===== src/rtl/seq_scan_pkg.sv =====
// Shared definitions for the serial pattern scanner.
// Contents:
//   FRAME_W_DEF, PAT_W_DEF - default frame and pattern lengths in bits
//   state_t                - controller state encoding (IDLE / SHIFT / DONE)
package seq_scan_pkg;

    localparam int FRAME_W_DEF = 16;
    localparam int PAT_W_DEF   = 4;

    typedef enum logic [1:0] {
        IDLE  = 2'b00,
        SHIFT = 2'b01,
        DONE  = 2'b10
    } state_t;

endpackage


===== src/rtl/seq_scan_if.sv =====
// Request/result bundle between a scan requester and seq_scan_ctrl.
// Signals:
//   start, data_in, pattern, overlap                  - request (master -> slave)
//   busy, done, bit_out, hit,
//   match_count, found, first_pos                     - status/result (slave -> master)
interface seq_scan_if
    import seq_scan_pkg::*;
#(
    parameter int FRAME_W = FRAME_W_DEF,
    parameter int PAT_W   = PAT_W_DEF
) ();

    logic                       start;
    logic [FRAME_W-1:0]         data_in;
    logic [PAT_W-1:0]           pattern;
    logic                       overlap;
    logic                       busy;
    logic                       done;
    logic                       bit_out;
    logic                       hit;
    logic [$clog2(FRAME_W):0]   match_count;
    logic                       found;
    logic [$clog2(FRAME_W)-1:0] first_pos;

    modport master (
        output start, data_in, pattern, overlap,
        input  busy, done, bit_out, hit, match_count, found, first_pos
    );

    modport slave (
        input  start, data_in, pattern, overlap,
        output busy, done, bit_out, hit, match_count, found, first_pos
    );

endinterface


===== src/rtl/seq_match.sv =====
// Serial pattern detector: keeps the last PAT_W-1 bits plus a fill count and
// flags a Mealy hit when {history, bit_in} equals the pattern.
// Ports:
//   clk, rst (async, active-low)
//   clear    - restart detection (history and fill to zero)
//   en       - a valid bit is present on bit_in this cycle
//   bit_in   - current serial bit
//   pattern  - target sequence, MSB is the oldest bit
//   overlap  - 1: a bit may contribute to several matches
//   hit      - combinational match flag, only while en
module seq_match
    import seq_scan_pkg::*;
#(
    parameter int PAT_W = PAT_W_DEF
) (
    input  logic             clk,
    input  logic             rst,
    input  logic             clear,
    input  logic             en,
    input  logic             bit_in,
    input  logic [PAT_W-1:0] pattern,
    input  logic             overlap,
    output logic             hit
);

    localparam int FILL_W = $clog2(PAT_W) + 1;

    logic [PAT_W-2:0]  hist;
    logic [FILL_W-1:0] fill;
    logic [PAT_W-1:0]  window;
    logic              full;

    assign window = {hist, bit_in};
    assign full   = (fill >= FILL_W'(PAT_W - 1));
    assign hit    = en && full && (window == pattern);

    always_ff @(posedge clk or negedge rst) begin
        if (!rst) begin
            hist <= '0;
            fill <= '0;
        end else if (clear) begin
            hist <= '0;
            fill <= '0;
        end else if (en) begin
            hist <= window[PAT_W-2:0];
            // Non-overlapping: emptying the fill count makes the next match
            // use only bits that arrive after this one.
            if (hit && !overlap) begin
                fill <= '0;
            end else if (!full) begin
                fill <= fill + FILL_W'(1);
            end
        end
    end

endmodule


===== src/rtl/seq_scan_ctrl.sv =====
// Frame scanner: latches a frame, shifts it MSB first through seq_match and
// records how many matches occurred and where the first one completed.
// Ports:
//   clk, rst (async, active-low)
//   bus (seq_scan_if.slave) - start/data_in/pattern/overlap in;
//                             busy/done/bit_out/hit/match_count/found/first_pos out
//
// state | meaning
// IDLE  | waiting for start; results of the last scan held
// SHIFT | one frame bit presented per cycle, busy high
// DONE  | one-cycle done pulse, then back to IDLE
module seq_scan_ctrl
    import seq_scan_pkg::*;
#(
    parameter int FRAME_W = FRAME_W_DEF,
    parameter int PAT_W   = PAT_W_DEF
) (
    input  logic      clk,
    input  logic      rst,
    seq_scan_if.slave bus
);

    localparam int IDX_W = $clog2(FRAME_W);
    localparam int CNT_W = $clog2(FRAME_W) + 1;

    state_t             state;
    logic               busy_q;
    logic               done_q;
    logic [IDX_W-1:0]   idx;
    logic [FRAME_W-1:0] shreg;
    logic [PAT_W-1:0]   pat_q;
    logic               ovl_q;
    logic [CNT_W-1:0]   count_q;
    logic               found_q;
    logic [IDX_W-1:0]   first_q;
    logic               accept;
    logic               bit_cur;
    logic               hit;

    assign accept  = (state == IDLE) && bus.start;
    // busy_q is high exactly in SHIFT, so this forces bit_out low elsewhere.
    assign bit_cur = busy_q & shreg[FRAME_W-1];

    seq_match #(.PAT_W(PAT_W)) u_match (
        .clk     (clk),
        .rst     (rst),
        .clear   (accept),
        .en      (busy_q),
        .bit_in  (bit_cur),
        .pattern (pat_q),
        .overlap (ovl_q),
        .hit     (hit)
    );

    always_ff @(posedge clk or negedge rst) begin
        if (!rst) begin
            state   <= IDLE;
            busy_q  <= 1'b0;
            done_q  <= 1'b0;
            idx     <= '0;
            shreg   <= '0;
            pat_q   <= '0;
            ovl_q   <= 1'b0;
            count_q <= '0;
            found_q <= 1'b0;
            first_q <= '0;
        end else begin
            case (state)
                IDLE: begin
                    done_q <= 1'b0;
                    if (bus.start) begin
                        state   <= SHIFT;
                        busy_q  <= 1'b1;
                        shreg   <= bus.data_in;
                        pat_q   <= bus.pattern;
                        ovl_q   <= bus.overlap;
                        idx     <= '0;
                        count_q <= '0;
                        found_q <= 1'b0;
                        first_q <= '0;
                    end
                end
                SHIFT: begin
                    if (hit) begin
                        count_q <= count_q + CNT_W'(1);
                        if (!found_q) begin
                            found_q <= 1'b1;
                            first_q <= idx;
                        end
                    end
                    shreg <= shreg << 1;
                    if (idx == IDX_W'(FRAME_W - 1)) begin
                        state  <= DONE;
                        busy_q <= 1'b0;
                        done_q <= 1'b1;
                    end else begin
                        idx <= idx + IDX_W'(1);
                    end
                end
                DONE: begin
                    done_q <= 1'b0;
                    state  <= IDLE;
                end
                default: begin
                    state  <= IDLE;
                    busy_q <= 1'b0;
                    done_q <= 1'b0;
                end
            endcase
        end
    end

    assign bus.busy        = busy_q;
    assign bus.done        = done_q;
    assign bus.bit_out     = bit_cur;
    assign bus.hit         = hit;
    assign bus.match_count = count_q;
    assign bus.found       = found_q;
    assign bus.first_pos   = first_q;

endmodule


===== src/flat_wrapper.sv =====
// flat-port wrapper written by rule: the top's interface ports become plain ports
module seq_scan_ctrl_flat import seq_scan_pkg::*;
#(
    parameter int FRAME_W = FRAME_W_DEF,
    parameter int PAT_W   = PAT_W_DEF
)
  (clk, rst, bus_start, bus_data_in, bus_pattern, bus_overlap, bus_busy, bus_done, bus_bit_out, bus_hit, bus_match_count, bus_found, bus_first_pos);
  seq_scan_if #(.FRAME_W(FRAME_W), .PAT_W(PAT_W)) bus_i ();
  input  logic clk;
  input  logic rst;
  input wire logic [$bits(bus_i.start)-1:0] bus_start;
  input wire logic [$bits(bus_i.data_in)-1:0] bus_data_in;
  input wire logic [$bits(bus_i.pattern)-1:0] bus_pattern;
  input wire logic [$bits(bus_i.overlap)-1:0] bus_overlap;
  output wire logic [$bits(bus_i.busy)-1:0] bus_busy;
  output wire logic [$bits(bus_i.done)-1:0] bus_done;
  output wire logic [$bits(bus_i.bit_out)-1:0] bus_bit_out;
  output wire logic [$bits(bus_i.hit)-1:0] bus_hit;
  output wire logic [$bits(bus_i.match_count)-1:0] bus_match_count;
  output wire logic [$bits(bus_i.found)-1:0] bus_found;
  output wire logic [$bits(bus_i.first_pos)-1:0] bus_first_pos;
  assign bus_i.start = bus_start;
  assign bus_i.data_in = bus_data_in;
  assign bus_i.pattern = bus_pattern;
  assign bus_i.overlap = bus_overlap;
  assign bus_busy = bus_i.busy;
  assign bus_done = bus_i.done;
  assign bus_bit_out = bus_i.bit_out;
  assign bus_hit = bus_i.hit;
  assign bus_match_count = bus_i.match_count;
  assign bus_found = bus_i.found;
  assign bus_first_pos = bus_i.first_pos;
  seq_scan_ctrl #(.FRAME_W(FRAME_W), .PAT_W(PAT_W)) u_core (.clk(clk), .rst(rst), .bus(bus_i));
endmodule

===== config.mk =====
export PLATFORM = sky130hd
export DESIGN_NAME = seq_scan_ctrl_flat
export DESIGN_NICKNAME = d
export VERILOG_FILES = /design/src/rtl/seq_scan_pkg.sv /design/src/rtl/seq_scan_if.sv /design/src/rtl/seq_match.sv /design/src/rtl/seq_scan_ctrl.sv /design/src/flat_wrapper.sv
export SDC_FILE = /design/constraint.sdc
export NUM_CORES = 1
export LEC_CHECK = 0
export ABC_AREA = 1
export BUFFER_PORTS_ARGS = -buffer_cell sky130_fd_sc_hd__buf_2
export CORE_MARGIN = 3
export CORE_UTILIZATION = 35
export CTS_BUF_LIST = sky130_fd_sc_hd__clkbuf_16
export DETAILED_ROUTE_END_ITERATION = 6
export GPL_ROUTABILITY_DRIVEN = 0
export GPL_TIMING_DRIVEN = 0
export PLACE_DENSITY = 0.64
export REMOVE_ABC_BUFFERS = 1
export SKIP_CTS_REPAIR_TIMING = 1
export SLEW_MARGIN = 20
export SYNTH_ARGS = -nofsm -noshare
export SYNTH_HDL_FRONTEND = slang
export SYNTH_SLANG_ARGS = --single-unit

===== constraint.sdc =====
create_clock -name clk -period 1.35 [get_ports clk]
set_input_delay 0.2025 -clock clk [delete_from_list [all_inputs] [get_ports clk]]
set_output_delay 0.2025 -clock clk [all_outputs]
set_load 0.03 [all_outputs]

==> flow_metrics.py <==
metrics = {
    "floorplan": {
        "fp.dieW_um": 84.35,
        "die_height_um": 84.35,
        "boundaryPins": 38,
        "number_of_cell_rows": 27,
        "die-area_mm2": 0.007114,
        "initial_utilization": 0.3763,
        "core_box_area_mm2": 0.005709,
    },
    "outcome": {
        "result_of_the_run": "finished with violations",
        "failed_checks": "negative setup slack",
    },
    "placed_design": {
        "numPlacedInstances": 367,
        "place.detailed.hpwl_um": 3059,
        "placed_cell_area_mm2": 0.002380,
        "post-place-ws_ps": -1210,
        "io_buffer_count": 37,
    },
    "clock_tree": {
        "clock_sink_count": 45,
        "clock_path_buffers": 2,
        "cts_tree": "built",
        "ctsRootBufferMaster": "clkbuf_16",
        "clock_latency_ps": 290,
        "cts_max_level": 2,
        "clk_pin_slew_worst_paths_ps": 60,
        "cts_made_buffers": 5,
    },
    "drt": {
        "drtPass1Iterations": 4,
        "drc": 0,
        "via_count": 1995,
        "routed_wl_um": 5945,
        "drt-wirelength-per-cell_um": 14.43,
        "drtIter0Drc": 89,
        "final_antenna_net_count": 0,
        "routed_via_density": 4.842,
    },
    "synth": {
        "yosys-top-cells-area": "dfrtp_1 (52%), nand2_1 (13%), nand3_1 (5.6%)",
        "synth_top_cell_area_share": 0.5242,
        "yosysUniqueCellTypes": 23,
        "synthCells": 268,
        "synth_seq_area_share": 0.5242,
        "post-synth-top-area-cell": "dfrtp_1",
        "synth_area_per_cell_um2": 8.016,
        "yosys_warnings": 0,
        "postSynthRegisterBits": 45,
        "synthesis.area_mm2": 0.002148,
    },
    "sta": {
        "final-setup-viol-count": 30,
        "crit_path_setup_slack_layout_ps": -351.2,
        "min_period_ps": 1701,
        "period_share": 1.260,
        "report.final.slew_viol_count": 0,
        "relSlewSlack": 0.6407,
        "fin_tns_setup_ps": -5320,
        "rsz0062_at_grt": "yes",
        "fmax_mhz": 587.8,
        "timing_worst_slew_pin_value_ps": 539.0,
        "timing.final.hold_violations": 0,
        "finalClockSkew_ps": 6.420,
    },
    "global_routing": {
        "grt_max_degree": 46,
        "global_route_wire_length_before_repair_um": 7907,
        "grt_antenna_before_repair": 0,
        "globalRouteTotalUtil": 0.1367,
        "first_global_vias": 1766,
        "grt-ovfl-total": 0,
    },
    "critical_path": {
        "critPathRequiredTime_ps": 1150,
        "worstSetupPathType": "reg -> out",
        "cp_common_cell": "inv_2",
        "ff2ff_setup_slack_ps": -270,
        "worst-path-buf-inv": 4,
        "largest_fanout_on_the_critical_path": 2,
        "crit_path_end_kind": "primary output",
        "path_cells": "ha_2, ha_2, inv_2, nand3_2, inv_2, nor2_4, nand2_2, inv_2, buf_6",
        "startpoint_type": "flip-flop",
        "crit_path_max_incr_delay_ps": 390,
        "worst-endpoint-arrival_ps": 1500,
        "crit_slowest_cell": "dfrtp_1",
        "worst_path_dominant_cell_family": "flip-flops",
    },
    "finish": {
        "layout.cells.most_common": "nand2_1",
        "fillerInstances": 502,
        "final_util": 0.5602,
        "post_route_cells_drive_above_1_share": 0.4206,
        "finish.net_count": 367,
        "postLayoutCellArea_mm2": 0.003198,
        "mostFrequentLayoutCells": "nand2_1 (68), dfrtp_1 (43), buf_2 (36)",
        "antenna_cells": 0,
        "syn2layout_area_growth_pct": 48.86,
        "storage_element_area_mm2": 0.001129,
        "final-instance-count-excl-fill": 412,
        "multiInputGateArea_mm2": 0.001184,
    },
    "power_and_ir_drop": {
        "power.density_mw_per_mm2": 2458,
        "static-leakage-power_nw": 1.600,
        "vdd_ir_drop_max_mv": 1.237,
    },
    "hold_path": {
        "worst_hold_path_type": "in -> reg",
    },
    "run": {
        "max_cap_violations": 0,
    },
}
routing by layer:
layer | vias up | wire length, um | part of all wire | track usage
li1 | 1003 | - | - | -
met1 | 926 | 2589 | 0.44 | 0.1735
met2 | 56 | 2934 | 0.49 | 0.2209
met3 | 10 | 309 | 0.052 | 0.03729
met4 | 0 | 112 | 0.019 | 0.05612
met5 | - | 0 | 0 | 0
Yosys cell counts:
cell and number:
nand2_1 74, dfrtp_1 45, nor2_1 29, inv_1 25
nand3_1 24, o21ai_0 22, a21oi_1 16, buf_2 5
ha_1 4, clkbuf_1 3, inv_2 3, a21oi_2 2
a31oi_1 2, buf_4 2, nand2_2 2, nor2_2 2
xor2_1 2, a22oi_1 1, inv_4 1, nand2_4 1
nor3_1 1, o31ai_1 1, xnor2_1 1
worst paths after layout:
path	startpoint	end	cells after the start
min	bus_pattern[3]	u_core.pat_q[3]	3
max reg2reg	u_core.u_match.fill[1]	u_core.bus.match_count[3]	13
min reg2reg	u_core.u_match.fill[2]	u_core.u_match.fill[2]	2
min in group asynchronous	rst	u_core.shreg[11]	2
max	u_core.u_match.fill[1]	bus_hit	9
max in group asynchronous	rst	u_core.bus.busy	3
power breakdown:
group,switching [W],leakage [nW],total (W),internal [W]
Combinational,0.00229,0.940,0.00385,0.00156
Clock,0.000521,0.0938,0.00158,0.00106
Sequential,0.000488,0.566,0.00243,0.00194
Total,0.00330,1.60,0.00786,0.00456
cell families (layout without fill, tap and decap cells):
family	count (synthesis)	in the layout	synth area share
flops	45	45	0.5242
simple gates	133	139	0.2551
xor+xnor	3	3	0.01223
fa+ha+maj	4	4	0.02330
compound gates	44	44	0.1095
buf+inv	39	105	0.07571
flip-flops by register name, indices dropped and copies added, names as in the netlist:
register / flops
u_core.state: 2
u_core.u_match.fill: 3
u_core.bus.done: 1
u_core.shreg: 16
u_core.idx: 4
u_core.ovl_q: 1
u_core.u_match.hist: 3
u_core.bus.first_pos: 4
u_core.bus.found: 1
u_core.bus.match_count: 5
u_core.bus.busy: 1
u_core.pat_q: 4
per-stage QoR:
step                      hold slack (ps)  total power, W
after global placement              410.8        0.004759
final                               120.3        0.007862
after CTS                           116.4        0.006454
after floorplan                    -93.09        0.004157
after detailed placement            426.3        0.004850
after global routing                131.5        0.008417
tightest hold or removal path, delay by kind of cell:
| kind | cells | cell delay, ps |
|---|---|---|
| AOI/OAI and AO/OA | 1 | 50 |
| and+or+nand+nor | 1 | 40 |
| buffers and inverters | 1 | 70 |
area by class of cell:
class / instances / area share
repair inverters: 2 / 0.004695
inverters: 29 / 0.03873
clock inverters: 3 / 0.02034
multi-input cells: 190 / 0.3701
clock buffers: 5 / 0.03912
flip-flops and latches: 45 / 0.3529
well taps: 72 / 0.02817
repair buffers: 66 / 0.1459
Note: power is estimated with default switching activity, not from simulation.
